$ cat config.mk
export PLATFORM = sky130hd
export DESIGN_NAME = llc_snoop_responder_flat
export DESIGN_NICKNAME = d
export VERILOG_FILES = /design/src/rtl/llc_snoop_responder_if.sv /design/src/rtl/llc_snoop_responder.sv /design/src/flat_wrapper.sv
export SDC_FILE = /design/constraint.sdc
export NUM_CORES = 1
export LEC_CHECK = 0
export CAP_MARGIN = 0
export CORE_ASPECT_RATIO = 1.75
export CORE_UTILIZATION = 40
export CTS_CLUSTER_SIZE = 20
export DETAILED_ROUTE_END_ITERATION = 16
export PLACE_DENSITY = 0.81
export SYNTH_ARGS = -nofsm -noshare
export SYNTH_HDL_FRONTEND = slang
export SYNTH_SLANG_ARGS = --single-unit
$ cat constraint.sdc
create_clock -name clk -period 2 [get_ports clk]
set_input_delay 0.5 -clock clk [delete_from_list [all_inputs] [get_ports clk]]
set_output_delay 0.5 -clock clk [all_outputs]
set_load 0.1 [all_outputs]
$ cat src/rtl/llc_snoop_responder_if.sv
`default_nettype none
// ============================================================================
// Module      : llc_snoop_responder_if
// Description : Bus, tag-array, L1 and writeback signals of the LLC snoop
//               responder, bundled with master/slave views.
// Revision    : 1.0 - initial release
// ============================================================================
interface llc_snoop_responder_if #(
    parameter int ADDRESS_SIZE = 32
);
    logic                    bus_valid;
    logic                    bus_ready;
    logic [2:0]              bus_op;
    logic [ADDRESS_SIZE-1:0] bus_addr;
    logic                    tag_req;
    logic [ADDRESS_SIZE-1:0] tag_addr;
    logic                    tag_rsp_valid;
    logic                    tag_hit;
    logic [1:0]              tag_mesi;
    logic                    tag_wr_en;
    logic [1:0]              tag_wr_mesi;
    logic                    snoop_valid;
    logic [1:0]              snoop_result;
    logic                    l1_msg_valid;
    logic [1:0]              l1_msg;
    logic                    wb_req;
    logic [ADDRESS_SIZE-1:0] wb_addr;
    logic                    wb_ack;
    logic                    protocol_err;
    logic                    busy;

    modport slave (
        input  bus_valid, bus_op, bus_addr, tag_rsp_valid, tag_hit, tag_mesi, wb_ack,
        output bus_ready, tag_req, tag_addr, tag_wr_en, tag_wr_mesi, snoop_valid,
               snoop_result, l1_msg_valid, l1_msg, wb_req, wb_addr, protocol_err, busy
    );

    modport master (
        output bus_valid, bus_op, bus_addr, tag_rsp_valid, tag_hit, tag_mesi, wb_ack,
        input  bus_ready, tag_req, tag_addr, tag_wr_en, tag_wr_mesi, snoop_valid,
               snoop_result, l1_msg_valid, l1_msg, wb_req, wb_addr, protocol_err, busy
    );
endinterface
`default_nettype wire

$ cat src/rtl/llc_snoop_responder.sv
`default_nettype none
// ============================================================================
// Module      : llc_snoop_responder
// Description : Snoop responder for the shared LLC bus: looks up the local
//               tag/MESI array, answers HIT/HITM/NOHIT, issues L1 messages,
//               performs the HITM writeback and updates the MESI state.
// Revision    : 1.0 - initial release
// ============================================================================
module llc_snoop_responder #(
    parameter int ADDRESS_SIZE     = 32,
    parameter int LINE_OFFSET_BITS = 6
) (
    input  logic                  clk,
    input  logic                  rst_n,
    llc_snoop_responder_if.slave  sif
);
    localparam logic [2:0] c_OP_READ  = 3'd1;
    localparam logic [2:0] c_OP_WRITE = 3'd2;
    localparam logic [2:0] c_OP_INV   = 3'd3;
    localparam logic [2:0] c_OP_RWIM  = 3'd4;

    localparam logic [1:0] c_MESI_I = 2'd0;
    localparam logic [1:0] c_MESI_S = 2'd1;
    localparam logic [1:0] c_MESI_E = 2'd2;
    localparam logic [1:0] c_MESI_M = 2'd3;

    localparam logic [1:0] c_RES_HIT   = 2'd0;
    localparam logic [1:0] c_RES_HITM  = 2'd1;
    localparam logic [1:0] c_RES_NOHIT = 2'd2;

    localparam logic [1:0] c_MSG_NONE    = 2'd0;
    localparam logic [1:0] c_MSG_GETLINE = 2'd1;
    localparam logic [1:0] c_MSG_INVLINE = 2'd2;
    localparam logic [1:0] c_MSG_EVICT   = 2'd3;

    typedef enum logic [2:0] {
        ST_IDLE = 3'd0,
        ST_REQ  = 3'd1,
        ST_WAIT = 3'd2,
        ST_RESP = 3'd3,
        ST_WB   = 3'd4,
        ST_UPD  = 3'd5
    } state_t;

    state_t                  r_state;
    state_t                  w_state_nxt;
    logic [2:0]              r_op;
    logic [ADDRESS_SIZE-1:0] r_addr;
    logic [1:0]              r_eff;
    logic [1:0]              r_next;
    logic [1:0]              r_result;
    logic [1:0]              r_msg;
    logic                    r_err;

    logic [1:0] w_eff;
    logic [1:0] w_next;
    logic [1:0] w_result;
    logic [1:0] w_msg;
    logic       w_err;

    logic       w_bus_ready;
    logic       w_tag_req;
    logic       w_snoop_valid;
    logic       w_l1_valid;
    logic [1:0] w_l1_msg;
    logic       w_err_pulse;
    logic       w_wb_req;
    logic       w_tag_wr_en;
    logic [1:0] w_tag_wr_mesi;

    // Snoop decision table; a miss is treated as state I regardless of tag_mesi.
    always_comb begin
        w_eff    = sif.tag_hit ? sif.tag_mesi : c_MESI_I;
        w_next   = w_eff;
        w_result = c_RES_NOHIT;
        w_msg    = c_MSG_NONE;
        w_err    = 1'b0;
        case (r_op)
            c_OP_READ: begin
                case (w_eff)
                    c_MESI_M: begin
                        w_result = c_RES_HITM;
                        w_next   = c_MESI_S;
                        w_msg    = c_MSG_GETLINE;
                    end
                    c_MESI_E, c_MESI_S: begin
                        w_result = c_RES_HIT;
                        w_next   = c_MESI_S;
                    end
                    default: ;
                endcase
            end
            c_OP_RWIM: begin
                case (w_eff)
                    c_MESI_M: begin
                        w_result = c_RES_HITM;
                        w_next   = c_MESI_I;
                        w_msg    = c_MSG_EVICT;
                    end
                    c_MESI_E, c_MESI_S: begin
                        w_result = c_RES_HIT;
                        w_next   = c_MESI_I;
                        w_msg    = c_MSG_INVLINE;
                    end
                    default: ;
                endcase
            end
            c_OP_INV: begin
                case (w_eff)
                    c_MESI_S: begin
                        w_result = c_RES_HIT;
                        w_next   = c_MESI_I;
                        w_msg    = c_MSG_INVLINE;
                    end
                    c_MESI_E, c_MESI_M: w_err = 1'b1;
                    default: ;
                endcase
            end
            c_OP_WRITE: w_err = (w_eff == c_MESI_M);
            default:    w_err = 1'b1;
        endcase
    end

    always_comb begin
        w_state_nxt   = r_state;
        w_bus_ready   = 1'b0;
        w_tag_req     = 1'b0;
        w_snoop_valid = 1'b0;
        w_l1_valid    = 1'b0;
        w_l1_msg      = c_MSG_NONE;
        w_err_pulse   = 1'b0;
        w_wb_req      = 1'b0;
        w_tag_wr_en   = 1'b0;
        w_tag_wr_mesi = c_MESI_I;
        case (r_state)
            ST_IDLE: begin
                w_bus_ready = 1'b1;
                if (sif.bus_valid) w_state_nxt = ST_REQ;
            end
            ST_REQ: begin
                w_tag_req   = 1'b1;
                w_state_nxt = ST_WAIT;
            end
            ST_WAIT: begin
                if (sif.tag_rsp_valid) w_state_nxt = ST_RESP;
            end
            ST_RESP: begin
                w_snoop_valid = 1'b1;
                w_l1_valid    = (r_msg != c_MSG_NONE);
                w_l1_msg      = r_msg;
                w_err_pulse   = r_err;
                w_state_nxt   = (r_result == c_RES_HITM) ? ST_WB : ST_UPD;
            end
            ST_WB: begin
                w_wb_req = 1'b1;
                if (sif.wb_ack) w_state_nxt = ST_UPD;
            end
            ST_UPD: begin
                if (r_next != r_eff) begin
                    w_tag_wr_en   = 1'b1;
                    w_tag_wr_mesi = r_next;
                end
                w_state_nxt = ST_IDLE;
            end
            default: w_state_nxt = ST_IDLE;
        endcase
    end

    always_ff @(posedge clk or negedge rst_n) begin
        if (!rst_n) begin
            r_state  <= ST_IDLE;
            r_op     <= 3'd0;
            r_addr   <= '0;
            r_eff    <= c_MESI_I;
            r_next   <= c_MESI_I;
            r_result <= c_RES_NOHIT;
            r_msg    <= c_MSG_NONE;
            r_err    <= 1'b0;
        end else begin
            r_state <= w_state_nxt;
            if (r_state == ST_IDLE && sif.bus_valid) begin
                r_op   <= sif.bus_op;
                r_addr <= sif.bus_addr;
            end
            if (r_state == ST_WAIT && sif.tag_rsp_valid) begin
                r_eff    <= w_eff;
                r_next   <= w_next;
                r_result <= w_result;
                r_msg    <= w_msg;
                r_err    <= w_err;
            end
        end
    end

    assign sif.bus_ready    = w_bus_ready;
    assign sif.tag_req      = w_tag_req;
    assign sif.tag_addr     = r_addr;
    assign sif.tag_wr_en    = w_tag_wr_en;
    assign sif.tag_wr_mesi  = w_tag_wr_mesi;
    assign sif.snoop_valid  = w_snoop_valid;
    assign sif.snoop_result = r_result;
    assign sif.l1_msg_valid = w_l1_valid;
    assign sif.l1_msg       = w_l1_msg;
    assign sif.wb_req       = w_wb_req;
    assign sif.wb_addr      = {r_addr[ADDRESS_SIZE-1:LINE_OFFSET_BITS], {LINE_OFFSET_BITS{1'b0}}};
    assign sif.protocol_err = w_err_pulse;
    assign sif.busy         = (r_state != ST_IDLE);
endmodule
`default_nettype wire

$ cat src/flat_wrapper.sv
// flat-port wrapper written by rule: the top's interface ports become plain ports
module llc_snoop_responder_flat 
#(
    parameter int ADDRESS_SIZE     = 32,
    parameter int LINE_OFFSET_BITS = 6
)
  (clk, rst_n, sif_bus_valid, sif_bus_op, sif_bus_addr, sif_tag_rsp_valid, sif_tag_hit, sif_tag_mesi, sif_wb_ack, sif_bus_ready, sif_tag_req, sif_tag_addr, sif_tag_wr_en, sif_tag_wr_mesi, sif_snoop_valid, sif_snoop_result, sif_l1_msg_valid, sif_l1_msg, sif_wb_req, sif_wb_addr, sif_protocol_err, sif_busy);
  llc_snoop_responder_if #(.ADDRESS_SIZE(ADDRESS_SIZE)) sif_i ();
  input  logic clk;
  input  logic rst_n;
  input wire logic [$bits(sif_i.bus_valid)-1:0] sif_bus_valid;
  input wire logic [$bits(sif_i.bus_op)-1:0] sif_bus_op;
  input wire logic [$bits(sif_i.bus_addr)-1:0] sif_bus_addr;
  input wire logic [$bits(sif_i.tag_rsp_valid)-1:0] sif_tag_rsp_valid;
  input wire logic [$bits(sif_i.tag_hit)-1:0] sif_tag_hit;
  input wire logic [$bits(sif_i.tag_mesi)-1:0] sif_tag_mesi;
  input wire logic [$bits(sif_i.wb_ack)-1:0] sif_wb_ack;
  output wire logic [$bits(sif_i.bus_ready)-1:0] sif_bus_ready;
  output wire logic [$bits(sif_i.tag_req)-1:0] sif_tag_req;
  output wire logic [$bits(sif_i.tag_addr)-1:0] sif_tag_addr;
  output wire logic [$bits(sif_i.tag_wr_en)-1:0] sif_tag_wr_en;
  output wire logic [$bits(sif_i.tag_wr_mesi)-1:0] sif_tag_wr_mesi;
  output wire logic [$bits(sif_i.snoop_valid)-1:0] sif_snoop_valid;
  output wire logic [$bits(sif_i.snoop_result)-1:0] sif_snoop_result;
  output wire logic [$bits(sif_i.l1_msg_valid)-1:0] sif_l1_msg_valid;
  output wire logic [$bits(sif_i.l1_msg)-1:0] sif_l1_msg;
  output wire logic [$bits(sif_i.wb_req)-1:0] sif_wb_req;
  output wire logic [$bits(sif_i.wb_addr)-1:0] sif_wb_addr;
  output wire logic [$bits(sif_i.protocol_err)-1:0] sif_protocol_err;
  output wire logic [$bits(sif_i.busy)-1:0] sif_busy;
  assign sif_i.bus_valid = sif_bus_valid;
  assign sif_i.bus_op = sif_bus_op;
  assign sif_i.bus_addr = sif_bus_addr;
  assign sif_i.tag_rsp_valid = sif_tag_rsp_valid;
  assign sif_i.tag_hit = sif_tag_hit;
  assign sif_i.tag_mesi = sif_tag_mesi;
  assign sif_i.wb_ack = sif_wb_ack;
  assign sif_bus_ready = sif_i.bus_ready;
  assign sif_tag_req = sif_i.tag_req;
  assign sif_tag_addr = sif_i.tag_addr;
  assign sif_tag_wr_en = sif_i.tag_wr_en;
  assign sif_tag_wr_mesi = sif_i.tag_wr_mesi;
  assign sif_snoop_valid = sif_i.snoop_valid;
  assign sif_snoop_result = sif_i.snoop_result;
  assign sif_l1_msg_valid = sif_i.l1_msg_valid;
  assign sif_l1_msg = sif_i.l1_msg;
  assign sif_wb_req = sif_i.wb_req;
  assign sif_wb_addr = sif_i.wb_addr;
  assign sif_protocol_err = sif_i.protocol_err;
  assign sif_busy = sif_i.busy;
  llc_snoop_responder #(.ADDRESS_SIZE(ADDRESS_SIZE), .LINE_OFFSET_BITS(LINE_OFFSET_BITS)) u_core (.clk(clk), .rst_n(rst_n), .sif(sif_i));
endmodule
==> run metrics, run 1 <==
CTS tree built; EDFF count, synth 0; DR vias/cell 4.838; DPL Wire Length 4.730 mm; Routed Antenna Nets 0; Area growth, synth to finish 86.88%; Async S/R FF share, synth 100.0%; pin count of the biggest net entering global routing 36; Placeable Area 5630 µm²; Crit Reg-Reg Startpoint u_core.r_state[1]; share of post-route cells with drive strength above 1 50.17%; DR vias 1766; fin nets 331; Routed Wire Length 6.054 mm; Ports 121; GRT overflow 0; outcome finished clean; Tcrit/Tclk final 96.80%; Worst-path clk slew 0.09 ns; Setup Viol. Count Final 0; Final Max Slew Viols 0; Hold/Removal Path Class in -> async; R2R cell count 5; # port buffers 114; Synth Cell Area 2355 µm²; critical path endpoint category output port; synth warn 0; most frequent cells in the layout buf_12, dfrtp_1, clkdlybuf4s50_1; clock sink total 47; tightest hold margin 0.1276 ns; critical path arrival 1.44 ns; endpoints failing hold 0; CTS H-tree lvls 2; number of synthesized register bits 47; CTS Buf Count 5; die height 103.5 µm; worst setup path start u_core.r_state[2]; Syn Area/Cell 11.89 µm²; Tot GR Track Use 21.19%; Starting Density 41.82%; Post-Route Setup TNS 0 ns; fmax 516.5 MHz; Cells after Synth 198; clock latency at the later pin of the worst-skew pair 0.30 ns; Max clock buf depth 2; worst reg2reg path endpoint u_core.sif.tag_addr[4]; Synth Flop Type dfrtp_1; DRC 0; R2R Setup Slk 0.26 ns; number of diodes 0; max cap viols 0; Pre-antenna DRT Iters 4; Core Rows 36; commonest non-fill, non-tap cell in the layout buf_12; Worst Skew 0.008369 ns; critical path fanouts, max 6; unrepaired setup endpoints after global routing no; critical path class reg -> out; fillcell total 325; Yosys cell types 36; post-synthesis sequential area ratio 50.00%; gpl congestion 0.8513; Critical Path RT 1.50 ns; clock root buffer clkbuf_8; Iter 0 DRT Violations 58; critical path launch point type flop; final core utilization 78.16%; full die area 6210 µm²; first-pass GRT wire length 9.804 mm; routed length per instance 16.59 µm; initial antenna violation count 0; Die Span X 60 µm; crit path to sif_l1_msg[0]; vias in the first global route 1858; fin crit period 1.936 ns; cts hold-fix bufs 0
[repair_timing]
item	in CTS	in global routing
gates cloned	0	0
gates resized for setup	3	1
setup endpoints to repair	8	3
buffers inserted	2	2
hold endpoints to repair	0	0
[through the flow]
stage	std cells	setup slack, ns	instance area (µm²)
after CTS	363	0.03103	4378
after global placement	353	0.1247	4238
after global routing	365	0.001633	4400
after detailed placement	353	0.1214	4238
after floorplan	203	-0.5300	2575
final	365	0.06404	4400
[final cells by class]
class | count | area, µm² | share of cell area [%]
clock buffers | 6 | 82.58 | 1.877
clock inverters | 2 | 38.79 | 0.8814
inverters | 2 | 7.507 | 0.1706
multi-input cells | 109 | 1047 | 23.80
flip-flops and latches | 47 | 1180 | 26.81
well taps | 76 | 95.09 | 2.161
repair buffers | 123 | 1949 | 44.30
[cells by family after synthesis]
group / share of synthesized area [%]
xor+xnor: 1.488
mux: 17.16
simple gates: 11.05
compound gates: 5.632
buf+inv: 14.51
other cells: 0.1593
flops: 50.00
[sequential cells by signal (all words and copies together), names as in the netlist]
register / flops
u_core.r_next: 2
u_core.r_msg: 2
u_core.r_err: 1
u_core.r_eff: 2
u_core.r_state: 3
u_core.r_op: 3
u_core.sif.tag_addr: 32
u_core.sif.snoop_result: 2
[cell usage after synthesis (4+ instances only)]
cell / count / area share [%]
nor3b_1: 4 / 1.3
a21oi_1: 4 / 0.85
buf_6: 5 / 2.4
xnor2_1: 4 / 1.5
nand2_1: 13 / 2.1
and2_1: 4 / 1.1
nor2_1: 10 / 1.6
buf_4: 33 / 11
mux2_2: 35 / 17
o21ai_0: 5 / 1.1
dfrtp_1: 46 / 49
[routing by layer]
layer	vias to the layer above	global-route usage, %	routed length [µm]
met1	879	22.47	1964
li1	807	-	-
met5	-	0	0
met2	70	39.92	3724
met4	0	7.309	156
met3	10	2.996	209
[critical path, cell delays in order, from the launching register on]
cell and delay, ns:
dfrtp_1 0.44, and3b_2 0.35, and2_4 0.18, buf_12 0.16
[worst min-delay path by stage]
stage                     startpoint                      to  slack (ns)  cells past startpoint
after global routing           rst_n  u_core.sif.tag_addr[1]        0.15                      1
final                          rst_n  u_core.sif.tag_addr[1]        0.13                      1
after global placement         rst_n  u_core.sif.tag_addr[7]        0.45                      1
after CTS                      rst_n  u_core.sif.tag_addr[1]        0.13                      1
after floorplan                rst_n         u_core.r_eff[0]        0.20                      0
after detailed placement       rst_n  u_core.sif.tag_addr[7]        0.47                      1
Power of run 1 is not shown: default switching activity piles up to over one toggle a cycle in this logic, so the estimate is an artifact.
==> run 2, diff against run 1 <==
- PLACE_DENSITY: 0.81 -> 0.8
==> run 2 against run 1 <==
Critical path depth rose by 1. Core utilization is 0.84 points lower. Sequential share of layout area increased by 0.29 points. Cell count is the same. Global-route usage shrank 0.63 points. Clock skew barely moved. Flip-flop and latch count is the same. First-iteration DRC count is the same. Clock-buffer cell count shrank 1. Critical path type unchanged. Largest cell class unchanged.
==> run metrics, run 2 (synthesis gave the netlist of run 1 again) <==
gpl congestion 0.8688 (+2.1%); fmax 510.5 MHz (-1.2%); crit-path leading delay family flip-flops; fin crit period 1.959 ns (+0.02293 ns); DPL Wire Length 4.607 mm (-2.6%); most frequent cells in the layout buf_12, dfrtp_1, clkdlybuf4s50_1; critical path class reg -> out; tightest hold margin 0.1511 ns (+0.02354 ns); Routed Wire Length 6.015 mm (-0.64%); die height 103.5 µm (unchanged); critical path arrival 1.46 ns (+0.02 ns); max reg flops 32 (unchanged); Routed Antenna Nets 0 (unchanged); CTS H-tree lvls 2 (unchanged); CTS Buf Count 5 (unchanged); Tot GR Track Use 20.56% (-0.63 points); Buf/Inv on CP 1 (unchanged); Post-Route Setup TNS 0 ns (unchanged); Pre-antenna DRT Iters 4 (unchanged); # port buffers 114 (unchanged); GRT overflow 0 (unchanged); Critical Path RT 1.50 ns (about the same); Placeable Area 5630 µm² (unchanged); CTS tree built; Final Max Slew Viols 0 (unchanged); unrepaired setup endpoints after global routing no; clock root buffer clkbuf_8; critical path cell sequence and3b_1, nand2_1, a21oi_4, buf_12; CP peak stage delay 0.45 ns (about the same); DR vias 1757 (-0.51%); vias in the first global route 1787 (-3.8%); clock latency at the later pin of the worst-skew pair 0.29 ns (about the same); endpoints failing hold 0 (unchanged); clock sink total 47 (unchanged); Worst-path clk slew 0.09 ns (about the same); Core Rows 36 (unchanged); DR vias/cell 4.814 (-0.51%); max cap viols 0 (unchanged); Max clock buf depth 2 (unchanged); outcome finished clean; commonest non-fill, non-tap cell in the layout buf_12; pin count of the biggest net entering global routing 36 (unchanged); Tcrit/Tclk final 97.94% (+1.1 points); full die area 6210 µm² (unchanged); initial antenna violation count 0 (unchanged); critical path endpoint category output port; CP max stage cell dfrtp_1; Hold/Removal Path Class in -> async; first-pass GRT wire length 9.446 mm (-3.7%); number of diodes 0 (unchanged); critical path fanouts, max 5 (-1); Ports 121 (unchanged); DRC 0 (unchanged); Iter 0 DRT Violations 58 (unchanged); design area 4353 µm² (-1.1%); Die Span X 60 µm (unchanged); DP Area 4245 µm² (+0.18%); share of post-route cells with drive strength above 1 49.83% (-0.35 points); fin nets 331 (unchanged); routed length per instance 16.48 µm (-0.64%); Starting Density 41.82% (unchanged); Setup Viol. Count Final 0 (unchanged); critical path launch point type flop; Area growth, synth to finish 84.86%; Worst Skew 0.008193 ns (-0.0001757 ns)
run 2: cell types whose count changed in the layout (fill, tap and decap cells not counted):
cell and delta:
clkinv_2 +3, buf_4 -1, bufinv_16 -1, clkbuf_2 +1
clkbuf_8 -1, inv_6 -1, xnor2_1 +1, xnor2_2 -1
run 2: routing by layer:
layer | global-route usage, % | routed length, µm | up-vias | share of wire, %
met5 | 0 | 0 | - | 0
met4 | 8.140 | 138 | 0 | 2.3
met3 | 3.620 | 205 | 8 | 3.4
met2 | 37.06 | 3582 | 72 | 60
met1 | 22.54 | 2089 | 870 | 35
li1 | - | - | 807 | -
run 2: final cells by class:
class / count / area (µm²)
Clock buffer: 5 / 68.82
Inverter: 2 / 7.507
Sequential cell: 47 / 1180
Multi-Input combinational cell: 109 / 1040
Clock inverter: 3 / 15.01
Tap cell: 76 / 95.09
Timing Repair Buffer: 123 / 1947
Fill cell: 319 / 1277
run 2: worst paths after layout:
| path | startpoint | endpoint | slack, ns | cells past startpoint |
|---|---|---|---|---|
| max in group asynchronous | rst_n | u_core.sif.snoop_result[1] | 1.27 | 2 |
| max reg2reg | u_core.r_state[1] | u_core.sif.tag_addr[7] | 0.23 | 5 |
| min in group clk | u_core.sif.snoop_result[1] | u_core.sif.snoop_result[1] | 0.50 | 2 |
| max | u_core.r_state[1] | sif_tag_wr_mesi[1] | 0.04 | 4 |
| min reg2reg | u_core.sif.snoop_result[1] | u_core.sif.snoop_result[1] | 0.50 | 2 |
| min | rst_n | u_core.sif.tag_addr[0] | 0.15 | 1 |
run 2: per-stage QoR:
step	cells	worst slack, ns	util (%)
2_1_floorplan	203	-0.5300	-
3_3_place_gp	354	0.1367	75.40
3_5_place_dp	354	0.1021	75.40
4_1_cts	362	0.03178	76.93
5_1_grt	365	0.001963	77.31
6_report	365	0.04111	77.31
run 2: repair_timing:
item / 4_1_cts / 5_1_grt
endpoints found under the hold margin: 0 / 0
buffers inserted: 0 / 3
hold buffers: 0 / 0
gates resized for setup: 2 / 1
endpoints found under the setup margin: 7 / 7
Power of run 2 is left out for the same reason.
==> run 3, diff against run 2 <==
- clock period: 2 -> 1.9 ns (I/O delays scaled with it)
==> run 3 against run 2 <==
Setup slack worse by 0.035 ns. Hold slack improved by 0.011 ns. Global-route usage grew 0.30 points. Sequential share of layout area is 0.64 points lower. Clock-buffer cell count unchanged. Critical path type unchanged. Critical endpoint is now sif_tag_wr_en.
==> run metrics, run 3 (synthesis gave the netlist of run 1 again) <==
DRC 0 (unchanged); Placeable Area 5630 µm² (unchanged); vias in the first global route 1870 (+4.6%); routed length per instance 16.20 µm (-1.7%); Hold/Removal Path Class in -> async; critical path endpoint category output port; CP max stage cell dfrtp_2; worst slew pin tran 0.5623 ns; CTS H-tree lvls 2 (unchanged); clock latency at the later pin of the worst-skew pair 0.29 ns (about the same); Post-Route M1 WL 2.061 mm (-1.3%); DR vias/cell 4.776 (-0.79%); Pre-antenna DRT Iters 4 (unchanged); DP Area 4288 µm² (+1.0%); CTS Buf Count 5 (unchanged); Setup Viol. Count Final 0 (unchanged); final core utilization 79.27% (+2.0 points); met3 WL 187 µm (-8.8%); most frequent cells in the layout buf_12, dfrtp_1, clkdlybuf4s50_1; multi-input combinational cell area 1061 µm² (+2.0%); endpoints failing hold 0 (unchanged); FF+latch area 1181 µm² (+0.11%); Max clock buf depth 2 (unchanged); critical path class reg -> out; Worst Skew 0.006122 ns (-0.002071 ns); max layer used met4; Iter 0 DRT Violations 65 (+12%); initial antenna violation count 0 (unchanged); CP peak stage delay 0.44 ns (about the same); max cap viols 0 (unchanged); DPL Wire Length 4.885 mm (+6.0%); max reg flops 32 (unchanged); full die area 6210 µm² (unchanged); clock sink total 47 (unchanged); relative slew slack 62.52%; die height 103.5 µm (unchanged); Ports 121 (unchanged); Critical Path RT 1.42 ns (-0.08 ns); GRT overflow 0 (unchanged); met2 WL post-DR 3.563 mm (-0.53%); Die Span X 60 µm (unchanged); critical path fanouts, max 4 (-1); clock root buffer clkbuf_8; fmax 528.1 MHz; outcome finished clean; Core Rows 36 (unchanged); Routed Antenna Nets 0 (unchanged); Routed Wire Length 5.994 mm (-0.35%); critical path cell sequence and3b_2, a21boi_2, buf_12; first-pass GRT wire length 9.660 mm (+2.3%); pin count of the biggest net entering global routing 25 (-31%); Buf/Inv on CP 1 (unchanged); critical path launch point type flop; DR vias 1767 (+0.57%); Worst-path clk slew 0.09 ns (about the same); unrepaired setup endpoints after global routing yes; number of diodes 0 (unchanged); gpl congestion 0.8636 (-0.60%); fillcell total 311 (-2.5%); # port buffers 114 (unchanged); Tcrit/Tclk final 99.66%; Starting Density 41.82% (unchanged); Area growth, synth to finish 89.53%; commonest non-fill, non-tap cell in the layout buf_12; crit-path leading delay family flip-flops; design area 4463 µm² (+2.5%); Final Max Slew Viols 0 (unchanged); fin crit period 1.894 ns; cts hold-fix bufs 0 (unchanged); critical path arrival 1.42 ns (-0.04 ns); fin nets 336 (+1.5%); Tot GR Track Use 20.86% (+0.30 points); CTS tree built; share of post-route cells with drive strength above 1 52.72% (+2.9 points)
-- run 3: area by class of cell --
type / count / area share, %
sequential: 47 / 26.46
inverter: 2 / 0.1682
timing repair buffer: 128 / 44.88
multi-input combinational: 109 / 23.77
tap: 76 / 2.131
clock inverter: 3 / 1.037
clock buffer: 5 / 1.542
-- run 3: what timing repair did --
item / in CTS / in global routing
setup endpoints to repair: 9 / 9
pin swaps: 0 / 5
buffers inserted: 2 / 2
gates resized for setup: 5 / 5
-- run 3: worst paths after layout --
kind                                   start                 endpoint  slack, ns  cells after the start
max                        u_core.r_state[1]            sif_tag_wr_en      0.006                      3
min                                    rst_n          u_core.r_eff[1]       0.16                      1
max reg2reg                u_core.r_state[1]  u_core.sif.tag_addr[16]       0.12                      6
min reg2reg                     u_core.r_err             u_core.r_err       0.50                      2
max in group asynchronous              rst_n  u_core.sif.tag_addr[21]       1.24                      2
min in group clk                u_core.r_err             u_core.r_err       0.50                      2
-- run 3: per-layer routing --
layer / vias to the layer above / GRT usage [%]
met2: 67 / 36.98
li1: 822 / -
met3: 13 / 2.622
met1: 865 / 23.53
met5: - / 0
met4: 0 / 9.635
-- run 3: worst register-to-register path, cell delays in order (launching register included) --
cell,delay [ns]
dfrtp_2,0.44
buf_4,0.15
nor3_4,0.19
buf_6,0.14
and2_2,0.22
buf_4,0.22
mux2_4,0.31
-- run 3: stage by stage --
step                      worst slack (ns)  hold WS, ns  cells  setup TNS, ns
after floorplan                    -0.6050       0.1794    203         -15.28
after global placement             0.09207       0.4687    358              0
after detailed placement           0.06980       0.4884    358              0
after CTS                         -0.01059       0.1721    368       -0.01619
after global routing              -0.05429       0.1872    370        -0.1816
final                             0.006412       0.1623    370              0
Power of run 3 is left out for the same reason.
